$ cat src/rtl/stopwatch_digit_chain_pkg.sv
// stopwatch_pkg: shared state encoding, digit width and modulus helpers for the stopwatch digit chain.
package stopwatch_pkg;
  typedef enum logic [1:0] {STOPPED, RUNNING, EXPIRED} state_t;
  localparam int DIGIT_W = 4;
  function automatic int digit_mod(input logic [31:0] mask, input int i);
    return mask[i] ? 6 : 10;
  endfunction
  function automatic logic [DIGIT_W-1:0] clamp_digit(input logic [DIGIT_W-1:0] v, input int m);
    return (int'(v) > m - 1) ? DIGIT_W'(m - 1) : v;
  endfunction
endpackage

$ cat src/rtl/stopwatch_digit_chain_if.sv
// stopwatch_digit_chain_if: control and display bus of the digit chain; lap signals exist only with STOPWATCH_LAP_EN.
interface stopwatch_digit_chain_if import stopwatch_pkg::*; #(parameter int DIGITS = 6);
  logic tick, start_stop, clear, load, down;
  logic [DIGIT_W*DIGITS-1:0] load_value, digits;
  logic running, carry_out, done;
`ifdef STOPWATCH_LAP_EN
  logic lap;
  logic [DIGIT_W*DIGITS-1:0] lap_digits;
  modport master(output tick, start_stop, clear, load, down, load_value, lap,
                 input digits, running, carry_out, done, lap_digits);
  modport slave(input tick, start_stop, clear, load, down, load_value, lap,
                output digits, running, carry_out, done, lap_digits);
`else
  modport master(output tick, start_stop, clear, load, down, load_value,
                 input digits, running, carry_out, done);
  modport slave(input tick, start_stop, clear, load, down, load_value,
                output digits, running, carry_out, done);
`endif
endinterface

$ cat src/rtl/stopwatch_digit_chain_cell.sv
// bcd_digit_cell: one BCD digit of configurable modulus with clear > load > count priority.
module bcd_digit_cell import stopwatch_pkg::*; #(parameter int MOD = 10) (
  input  logic               clk,
  input  logic               reset,
  input  logic               en,
  input  logic               dir,
  input  logic               load,
  input  logic [DIGIT_W-1:0] load_val,
  input  logic               clr,
  output logic [DIGIT_W-1:0] q,
  output logic               at_max,
  output logic               at_zero
);
  localparam logic [DIGIT_W-1:0] MAXV = DIGIT_W'(MOD - 1);
  assign at_max = q == MAXV;
  assign at_zero = q == '0;
  always_ff @(posedge clk or posedge reset)
    if (reset) q <= '0;
    else if (clr) q <= '0;
    else if (load) q <= clamp_digit(load_val, MOD);
    else if (en) q <= dir ? (at_zero ? MAXV : q - 4'd1) : (at_max ? '0 : q + 4'd1);
endmodule

$ cat src/rtl/stopwatch_digit_chain.sv
// stopwatch_digit_chain: cascaded BCD up/down timer with run/stop, clear, load; lap capture via STOPWATCH_LAP_EN.
module stopwatch_digit_chain import stopwatch_pkg::*; #(
  parameter int DIGITS = 6,
  parameter logic [DIGITS-1:0] SEX_MASK = 6'b101000
) (
  input logic clk,
  input logic reset,
  stopwatch_digit_chain_if.slave bus
);
  localparam int W = DIGIT_W * DIGITS;
  state_t state, state_nx;
  logic [1:0] rst_sync;
  logic arst;
  logic [W-1:0] value;
  logic [DIGITS-1:0] at_max, at_zero, en;
  logic ld_e, ss_e, tk_e, cnt_e, all_zero, all_max, running, done, carry;
  always_ff @(posedge clk or posedge reset)
    if (reset) rst_sync <= 2'b11;
    else rst_sync <= {rst_sync[0], 1'b0};
  assign arst = rst_sync[1];
  assign all_zero = &at_zero;
  assign all_max = &at_max;
  assign ld_e = !bus.clear && bus.load && state != RUNNING;
  assign ss_e = !bus.clear && !ld_e && bus.start_stop;
  assign tk_e = !bus.clear && !ss_e && bus.tick && state == RUNNING;
  // a countdown already at zero expires instead of borrowing past it
  assign cnt_e = tk_e && !(bus.down && all_zero);
  always_comb begin
    en[0] = cnt_e;
    for (int k = 1; k < DIGITS; k++) en[k] = en[k-1] && (bus.down ? at_zero[k-1] : at_max[k-1]);
  end
  always_comb
    state_nx = (bus.clear || ld_e) ? STOPPED :
               ss_e ? ((state == STOPPED && !(bus.down && all_zero)) ? RUNNING : STOPPED) :
               (tk_e && bus.down && (all_zero || value == W'(1))) ? EXPIRED : state;
  always_ff @(posedge clk or posedge arst)
    if (arst) begin
      state <= STOPPED;
      running <= 1'b0;
      done <= 1'b0;
      carry <= 1'b0;
    end else begin
      state <= state_nx;
      running <= state_nx == RUNNING;
      done <= state_nx == EXPIRED;
      carry <= cnt_e && !bus.down && all_max;
    end
  for (genvar i = 0; i < DIGITS; i++) begin : g_digit
    bcd_digit_cell #(.MOD(digit_mod(32'(SEX_MASK), i))) u_cell (
      .clk(clk),
      .reset(arst),
      .en(en[i]),
      .dir(bus.down),
      .load(ld_e),
      .load_val(bus.load_value[DIGIT_W*i +: DIGIT_W]),
      .clr(bus.clear),
      .q(value[DIGIT_W*i +: DIGIT_W]),
      .at_max(at_max[i]),
      .at_zero(at_zero[i])
    );
  end
  assign bus.digits = value;
  assign bus.running = running;
  assign bus.done = done;
  assign bus.carry_out = carry;
`ifdef STOPWATCH_LAP_EN
  logic [W-1:0] lap_q;
  always_ff @(posedge clk or posedge arst)
    if (arst) lap_q <= '0;
    else if (bus.clear) lap_q <= '0;
    else if (bus.lap && state == RUNNING) lap_q <= value;
  assign bus.lap_digits = lap_q;
`endif
endmodule
$ cat src/flat_wrapper.sv
// flat-port wrapper written by rule: the top's interface ports become plain ports
module stopwatch_digit_chain_flat import stopwatch_pkg::*;
#(
  parameter int DIGITS = 6,
  parameter logic [DIGITS-1:0] SEX_MASK = 6'b101000
)
  (clk, reset, bus_tick, bus_start_stop, bus_clear, bus_load, bus_down, bus_load_value, bus_digits, bus_running, bus_carry_out, bus_done);
  stopwatch_digit_chain_if #(.DIGITS(DIGITS)) bus_i ();
  input logic clk;
  input logic reset;
  input wire logic [$bits(bus_i.tick)-1:0] bus_tick;
  input wire logic [$bits(bus_i.start_stop)-1:0] bus_start_stop;
  input wire logic [$bits(bus_i.clear)-1:0] bus_clear;
  input wire logic [$bits(bus_i.load)-1:0] bus_load;
  input wire logic [$bits(bus_i.down)-1:0] bus_down;
  input wire logic [$bits(bus_i.load_value)-1:0] bus_load_value;
  output wire logic [$bits(bus_i.digits)-1:0] bus_digits;
  output wire logic [$bits(bus_i.running)-1:0] bus_running;
  output wire logic [$bits(bus_i.carry_out)-1:0] bus_carry_out;
  output wire logic [$bits(bus_i.done)-1:0] bus_done;
  assign bus_i.tick = bus_tick;
  assign bus_i.start_stop = bus_start_stop;
  assign bus_i.clear = bus_clear;
  assign bus_i.load = bus_load;
  assign bus_i.down = bus_down;
  assign bus_i.load_value = bus_load_value;
  assign bus_digits = bus_i.digits;
  assign bus_running = bus_i.running;
  assign bus_carry_out = bus_i.carry_out;
  assign bus_done = bus_i.done;
  stopwatch_digit_chain #(.DIGITS(DIGITS), .SEX_MASK(SEX_MASK)) u_core (.clk(clk), .reset(reset), .bus(bus_i));
endmodule
$ cat config.mk
export PLATFORM = sky130hd
export DESIGN_NAME = stopwatch_digit_chain_flat
export DESIGN_NICKNAME = d
export VERILOG_FILES = /design/src/rtl/stopwatch_digit_chain_pkg.sv /design/src/rtl/stopwatch_digit_chain_if.sv /design/src/rtl/stopwatch_digit_chain_cell.sv /design/src/rtl/stopwatch_digit_chain.sv /design/src/flat_wrapper.sv
export SDC_FILE = /design/constraint.sdc
export NUM_CORES = 1
export LEC_CHECK = 0
export BUFFER_PORTS_ARGS = -buffer_cell sky130_fd_sc_hd__buf_2
export CAP_MARGIN = 30
export CORE_ASPECT_RATIO = 0.8
export CORE_UTILIZATION = 30
export CTS_CLUSTER_SIZE = 10
export DETAILED_ROUTE_END_ITERATION = 8
export GPL_TIMING_DRIVEN = 0
export PLACE_DENSITY = 0.59
export SLEW_MARGIN = 20
export SYNTH_ARGS = -nofsm -noshare
export SYNTH_HDL_FRONTEND = slang
export SYNTH_SLANG_ARGS = --single-unit
export TNS_END_PERCENT = 20
$ cat constraint.sdc
create_clock -name clk -period 1.19 [get_ports clk]
set_clock_uncertainty 0.1 [all_clocks]
set_input_delay 0.2975 -clock clk [delete_from_list [all_inputs] [get_ports clk]]
set_output_delay 0.2975 -clock clk [all_outputs]
set_load 0.02 [all_outputs]
==> metrics.md, run 1 <==
| Metric | Value |
|---|---|
| Mapped Nets | 388 |
| RSZ-0062 raised after global routing | true |
| Total gr overflow | 0 |
| #FFs+latches synth | 31 |
| First-pass GRT wire length | 15530 um |
| Worst skew pair latency | 0.29 ns |
| Vias/cell | 5.609 |
| Sink Count | 31 |
| Critical path buffers and inverters | 1 |
| Yosys warns | 0 |
| # H-tree levels | 2 |
| Synth Instances | 339 |
| # diodes | 0 |
| CTS max path bufs | 2 |
| Worst Path Required | 1.26 ns |
| Arrival time worst endpoint | 2.27 ns |
| Critical-path maximum fanout | 5 |
| Area Overhead vs Synth | 43.71% |
| Multi-input combinational cell area | 0.002200 mm^2 |
| CTS tree | built |
| Cell family with most CP delay | simple AND/OR/NAND/NOR gates |
| Layout cells sized above 1 | 44.85% |
| Worst slew pin tran | 0.7080 ns |
| P per Cell Area | 1031 mW/mm^2 |
| CP max stage cell | dfrtp_2 |
| WP depth | 7 |
| Nets | 485 |
| Hold Slack | 0.1326 ns |
| Hold depth | 2 |
| Initial Util | 31.48% |
| Max-slew violation count | 0 |
| Achievable clock frequency | 454.6 MHz |
| Top cells by area, synth | dfrtp_1 25%, ha_1 7.8%, mux2_2 4.7%, a21oi_1 3.6%, nor3_1 3.5% |
| Static leakage | 1.713 nW |
| Max-cap violations | 0 |
| Period utilization | 184.8% |
| Worst Slack Setup Final | -1.010 ns |
| Setup violators final | 53 |
| Final hold violations | 0 |
| Mapped Area | 0.002894 mm^2 |
| Fin area | 0.004159 mm^2 |
| Placed cell areas | 0.003446 mm^2 |
| Die Ht | 89.85 um |
| DP HPWL | 6644 um |
| Max-slew headroom | 52.80% |
| Primary FF master, synth | dfrtp_1 |
| CTS Buf Count | 5 |
| Initial antenna violation count | 0 |
| Failing checks | DRC, setup timing |
| Root Driver | clkbuf_16 |
| Min Tclk post-route | 2.200 ns |
| Setup TNS | -29.49 ns |
| Status | finished, violations left |
| Die W | 111.8 um |
| Synth top cells by count | 29 x dfrtp_1, 23 x inv_1, 22 x nor2_1 |
| Synth area leader | dfrtp_1 |
| Drc violations | 6 |
| Crit path launch type | register |
| Die footprint | 0.01005 mm^2 |
| Fill cell count | 885 |
| Post-synth top area share | 25.08% |
| Crit path capture type | register |
| Routed WL | 9736 um |
| Most common cell in the netlist | dfrtp_1 |
| Reg area | 800.8 um^2 |
| Yosys cell types | 69 |
| Synth Area per Inst | 8.537 um^2 |
| ANT nets after route | 0 |
| VDD IR max | 0.0004659 V |
| Fin util | 45.24% |
| Vias in the first global route | 2902 |
| CP max stage delay | 0.43 ns |
| First DRT Iteration DRCs | 250 |
| Total core area | 0.009193 mm^2 |
| Num ports | 58 |
| Critical path cell sequence | inv_1 > ha_2 > and4bb_4 > and3_4 > a21oi_4 > a31oi_4 > mux2_4 |
| Type of the most critical hold path | input pin to register |
| Async SR Flop Fraction | 100.0% |
| Via count | 3096 |
| GRT Resource Usage Total | 19.67% |
| Largest net degree at the start of global routing | 30 |
| Sequential area share after synthesis | 26.89% |
| Gpl congestion | 0.8586 |
| Clock Pin Slew Worst Setup and Hold Paths | 0.05 ns |
| IO buf count | 56 |
| DR pass1 iterations | 9 |
| CP Class | register to register |
| Post-synth EDFFs | 0 |
| Cell Rows | 31 |
| Worst Reg-to-Reg Cells | 7 |
| Routed WL per cell | 17.64 um |
-- layout make-up --
| cell class | instances | area share (%) |
|---|---|---|
| Tap cell | 115 | 3.460 |
| Clock buffer | 8 | 3.279 |
| Sequential cell | 31 | 19.25 |
| Multi-Input combinational cell | 267 | 52.89 |
| Timing Repair Buffer | 90 | 16.76 |
| Buffer | 17 | 2.136 |
| Inverter | 24 | 2.226 |
-- per-layer routing --
metal	share of wire, %	global-route usage, %	vias to the layer above
met5	0	0	-
met4	1.5	5.180	0
met3	7.4	3.574	14
met2	44	29.87	122
met1	47	28.39	1500
li1	-	-	1460
-- timing repair --
action                                  in CTS  in global routing
setup buffers                               31                  2
hold buffers                                 1                  0
endpoints found under the hold margin        2                  0
endpoints found under the setup margin      54                 54
pin swaps                                   16                 12
gates resized for setup                     71                 24
-- kinds of logic (layout without fill, tap and decap cells) --
family | count (synthesis) | count (layout) | share of synthesized area, %
flip-flops | 31 | 31 | 26.89
XOR/XNOR | 5 | 5 | 1.513
AO/OA/AOI/OAI | 97 | 97 | 23.61
adder cells (fa/ha/maj) | 18 | 18 | 7.782
buffers and inverters | 41 | 139 | 6.053
AND/OR/NAND/NOR | 128 | 128 | 26.85
other | 1 | 1 | 0.1296
multiplexers | 18 | 18 | 7.177
-- where the power goes --
part	switching [mW]	internal (mW)
Sequential	0.106	1.15
Combinational	0.922	0.862
Clock	0.469	0.777
Total	1.50	2.79
-- flip-flops by register name, indices dropped and copies added (netlist names) --
name,cells
u_core.bus.running,1
u_core.state,2
u_core.bus.carry_out,1
u_core.g_digit.u_cell.q,24
u_core.bus.done,1
u_core.rst_sync,2
-- worst register-to-register path: stages (launching register included) --
cell and delay (ns):
dfrtp_2 0.43, inv_1 0.09, ha_2 0.19, and4bb_4 0.28
and3_4 0.26, a21oi_4 0.08, a31oi_4 0.31, mux2_4 0.34
-- metrics by stage --
step	total power [mW]	std cells	setup WS, ns
2_1_floorplan	2.269	339	-0.9417
3_3_place_gp	2.642	510	-1.316
3_5_place_dp	2.671	510	-1.235
4_1_cts	4.250	550	-1.003
5_1_grt	4.531	552	-1.064
6_report	4.287	552	-1.010
-- placed cells by master, fill, tap and decap left out, types with 6 or more instances in the layout --
cell type	instances
buf_2	44
buf_6	30
buf_4	25
a21oi_1	20
nor2_1	20
nor3_1	18
nand2_1	18
dfrtp_2	18
nand3_1	17
o21ai_0	17
inv_1	14
dfrtp_1	11
mux2_4	9
ha_1	9
a211oi_1	8
inv_2	8
clkbuf_1	7
a31oi_1	6
o31ai_1	6
-- path summary, 6_finish.rpt --
path | startpoint | slack, ns | end
min in group asynchronous | u_core.rst_sync[1] | 0.25 | u_core.g_digit[4].u_cell.q[0]
worst max register to register | u_core.g_digit[1].u_cell.q[1] | -1.01 | u_core.g_digit[5].u_cell.q[2]
worst max-delay path | u_core.g_digit[1].u_cell.q[1] | -1.01 | u_core.g_digit[5].u_cell.q[2]
worst min-delay path | bus_start_stop | 0.13 | u_core.state[1]
worst min register to register | u_core.rst_sync[1] | 0.25 | u_core.g_digit[4].u_cell.q[0]
max in group asynchronous | u_core.rst_sync[1] | 0.27 | u_core.g_digit[4].u_cell.q[1]
(Power assumes the default switching activity.)
==> inputs of run 2 (changes only) <==
PLACE_DENSITY = 0.58   (was 0.59)
SYNTH_HIERARCHICAL = 1   (was unset)
==> run 2 against run 1 <==
Against the previous run: the flow finishes with violations (setup timing); sequential share of layout area fell by 1.9 points; worst hold slack worse by 0.012 ns; synthesized area rose by 10%; final area is 10% higher; global-route usage fell by 2.4 points; critical path depth rose by 5; first-iteration DRC count decreased by 22%; critical path type unchanged; critical endpoint is now u_core/g_digit[4].u_cell/q[3]; highest routed layer unchanged.
==> metrics.md, run 2 <==
| Metric | Value |
|---|---|
| Status | finished, violations left |
| Failing checks | setup timing |
| Vias/cell | 5.270 (-6.0%) |
| RSZ-0062 raised after global routing | true |
| Total power | 3.591 mW (-16%) |
| Worst slew pin tran | 0.7575 ns (+0.04947 ns) |
| Reg with most FFs | u_core/g_digit.u_cell/q |
| Vias in the first global route | 3010 (+3.7%) |
| Clock Pin Slew Worst Setup and Hold Paths | 0.05 ns (about the same) |
| Drc violations | 0 (-6) |
| # diodes | 0 (unchanged) |
| Max-slew headroom | 49.50% (-3.3 points) |
| Nets | 544 (+12%) |
| Top Registers | u_core/g_digit.u_cell/q (24), u_core/rst_sync (2), u_core/state (2) |
| CP startpoint | u_core/g_digit[0].u_cell/q[1] |
| Worst Path Required | 1.28 ns (+0.02 ns) |
| Min Tclk post-route | 2.269 ns (+0.06987 ns) |
| Arrival time worst endpoint | 2.36 ns (+0.09 ns) |
| Synth Instances | 393 (+16%) |
| Crit path capture type | register |
| ANT nets after route | 0 (unchanged) |
| Yosys cell types | 56 (-19%) |
| CTS max path bufs | 2 (unchanged) |
| Initial antenna violation count | 0 (unchanged) |
| Worst skew pair latency | 0.27 ns (-0.02 ns) |
| CP max stage delay | 0.41 ns (-0.02 ns) |
| DR pass1 iterations | 4 (-5) |
| Critical path buffers and inverters | 3 (+2) |
| Synth Area per Inst | 8.128 um^2 (-4.8%) |
| Static leakage | 1.953 nW (+14%) |
| Achievable clock frequency | 440.6 MHz (-3.1%) |
| Setup WS pre-CTS | -1.299 ns (-0.06391 ns) |
| Root Driver | clkbuf_16 |
| Worst Slack Setup Final | -1.079 ns (-0.06987 ns) |
| Worst Reg-to-Reg Cells | 12 (+5) |
| Final hold violations | 0 (unchanged) |
| Most common cell in the netlist | nand2_1 |
| VDD IR max | 0.0004061 V (-13%) |
| Routed WL | 9470 um (-2.7%) |
| First DRT Iteration DRCs | 196 (-22%) |
| GRT Resource Usage Total | 17.25% (-2.4 points) |
| Layout cells sized above 1 | 44.53% (-0.32 points) |
| CP Class | register to register |
| Largest net degree at the start of global routing | 35 (+17%) |
| Critical path cell sequence | inv_2 > ha_2 > nand3b_1 > inv_1 > nand2b_4 > nor2_2 > o21ai_4 > buf_6 > nor2_4 > mux2i_1 > a221o_1 > a21oi_2 |
| Most frequent cells in the layout | 40 x buf_2, 40 x buf_6, 37 x nand2_1 |
| CP max stage cell | dfrtp_2 |
| DP HPWL | 6483 um (-2.4%) |
| Num ports | 58 (unchanged) |
| Die W | 117.4 um (+5.0%) |
| Synth top cells by count | 37 x nand2_1, 35 x inv_1, 34 x nor2_1 |
| Synth area leader | dfrtp_1 |
| Cell family with most CP delay | simple AND/OR/NAND/NOR gates |
| Max-cap violations | 0 (unchanged) |
| Async SR Flop Fraction | 100.0% (unchanged) |
| Critical-path maximum fanout | 8 (+3) |
| Gpl congestion | 0.8344 (-2.8%) |
| CTS tree | built |
| IO buf count | 57 (+1.8%) |
| Post-synth top area share | 22.72% (-2.4 points) |
| Total core area | 0.01028 mm^2 (+12%) |
| Die Ht | 94.30 um (+4.9%) |
| Type of the most critical hold path | register to async pin |
| Via count | 3341 (+7.9%) |
| Sequential area share after synthesis | 24.36% (-2.5 points) |
| Mapped Nets | 444 (+14%) |
| Sink Count | 31 (unchanged) |
| Primary FF master, synth | dfrtp_1 |
| Area Overhead vs Synth | 43.83% (about the same) |
| Period utilization | 190.7% (+5.9 points) |
| CTS Buf Count | 5 (unchanged) |
| Cell Rows | 33 (+6.5%) |
| Worst r2r src | u_core/g_digit[0].u_cell/q[1] |
| Setup violators final | 56 (+5.7%) |
| Reg-to-Reg End | u_core/g_digit[4].u_cell/q[3] |
| Die footprint | 0.01107 mm^2 (+10%) |
| Routed WL per cell | 14.94 um (-15%) |
| P per Cell Area | 781.6 mW/mm^2 (-24%) |
| Reg2reg setup slack | -1.08 ns (-0.07 ns) |
| #FFs+latches synth | 31 (unchanged) |
| End of the critical path | u_core/g_digit[4].u_cell/q[3] |
| Max reg flops | 24 (unchanged) |
| WP depth | 12 (+5) |
| Total gr overflow | 0 (unchanged) |
| First-pass GRT wire length | 15410 um (-0.75%) |
| Initial Util | 31.07% (-0.41 points) |
| Mapped Area | 0.003194 mm^2 (+10%) |
| Post-synth EDFFs | 0 (unchanged) |
| Crit path launch type | register |
| # H-tree levels | 2 (unchanged) |
| Max-slew violation count | 0 (unchanged) |
| Top cells by area, synth | dfrtp_1 23%, ha_1 7.8%, nand2_1 4.3%, inv_1 4.1%, nor2_1 4.0% |
| Yosys warns | 6 (+6) |
[run 2: report_power, final]
group          switching (mW)  internal [mW]  total [mW]  leakage [nW]
sequential             0.0544           1.11        1.16         0.393
clock                   0.430          0.771        1.20        0.0679
combinational           0.646          0.581        1.23          1.49
[run 2: area by class of cell]
| cell class | instances | area [um^2] |
|---|---|---|
| Inverter | 35 | 138.9 |
| Clock inverter | 1 | 5.005 |
| Fill cell | 998 | 5687 |
| Tap cell | 140 | 175.2 |
| Clock buffer | 7 | 132.6 |
| Sequential cell | 31 | 797.0 |
| Multi-Input combinational cell | 303 | 2420 |
| Buffer | 19 | 152.6 |
| Timing Repair Buffer | 98 | 773.2 |
[run 2: per-layer routing]
layer | vias up | track usage [%] | routed length (um)
li1 | 1635 | - | -
met1 | 1612 | 25.12 | 4848
met2 | 87 | 25.89 | 4108
met3 | 7 | 3.155 | 431
met4 | 0 | 4.221 | 81
met5 | - | 0 | 0
[run 2: how the worst min path moves through the flow]
stage / start / to / slack [ns]
6_report: u_core/rst_sync[1] / u_core/g_digit[0].u_cell/q[3] / 0.12
2_1_floorplan: u_core/rst_sync[1] / u_core/g_digit[0].u_cell/q[2] / 0.05
3_5_place_dp: u_core/rst_sync[1] / u_core/g_digit[4].u_cell/q[2] / 0.13
3_3_place_gp: u_core/rst_sync[1] / u_core/g_digit[4].u_cell/q[2] / 0.12
5_1_grt: u_core/rst_sync[1] / u_core/g_digit[2].u_cell/q[2] / 0.15
4_1_cts: u_core/rst_sync[1] / u_core/g_digit[4].u_cell/q[2] / 0.14
[run 2: worst reg2reg max path, cell delays in order (launching register included)]
cell	delay [ns]
dfrtp_2	0.41
inv_2	0.08
ha_2	0.19
nand3b_1	0.11
inv_1	0.11
nand2b_4	0.08
nor2_2	0.16
o21ai_4	0.08
buf_6	0.14
nor2_4	0.19
mux2i_1	0.10
a221o_1	0.29
a21oi_2	0.14
[run 2: metrics by stage]
stage          hold WS, ns  setup TNS [ns]  cells  utilization (%)  area [um^2]
6_report            0.1204          -29.78    634            44.69         4594
5_1_grt             0.1464          -34.06    634            44.69         4594
3_3_place_gp        0.1223          -34.31    590            37.40         3845
3_5_place_dp        0.1281          -31.57    591            37.47         3852
4_1_cts             0.1398          -29.62    625            43.37         4459
2_1_floorplan      0.05168          -24.59    393                -         3385
[run 2: kinds of logic (layout without fill, tap and decap cells)]
| logic type | Yosys count | in the layout | synth area share, % |
|---|---|---|---|
| simple gates | 153 | 154 | 27.69 |
| compound gates | 114 | 114 | 25.62 |
| fa+ha+maj | 20 | 20 | 7.834 |
| mux | 14 | 14 | 4.740 |
| flops | 31 | 31 | 24.36 |
| other cells | 1 | 1 | 0.1174 |
| buf+inv | 60 | 160 | 9.636 |
[run 2: what timing repair did]
| action | CTS | global route |
|---|---|---|
| gates cloned | 1 | 0 |
| pin swaps | 16 | 16 |
| setup buffers | 30 | 10 |
| hold endpoints to repair | 2 | 0 |
| resized for setup | 74 | 23 |
| hold buffers | 1 | 0 |
| setup endpoints to repair | 56 | 56 |
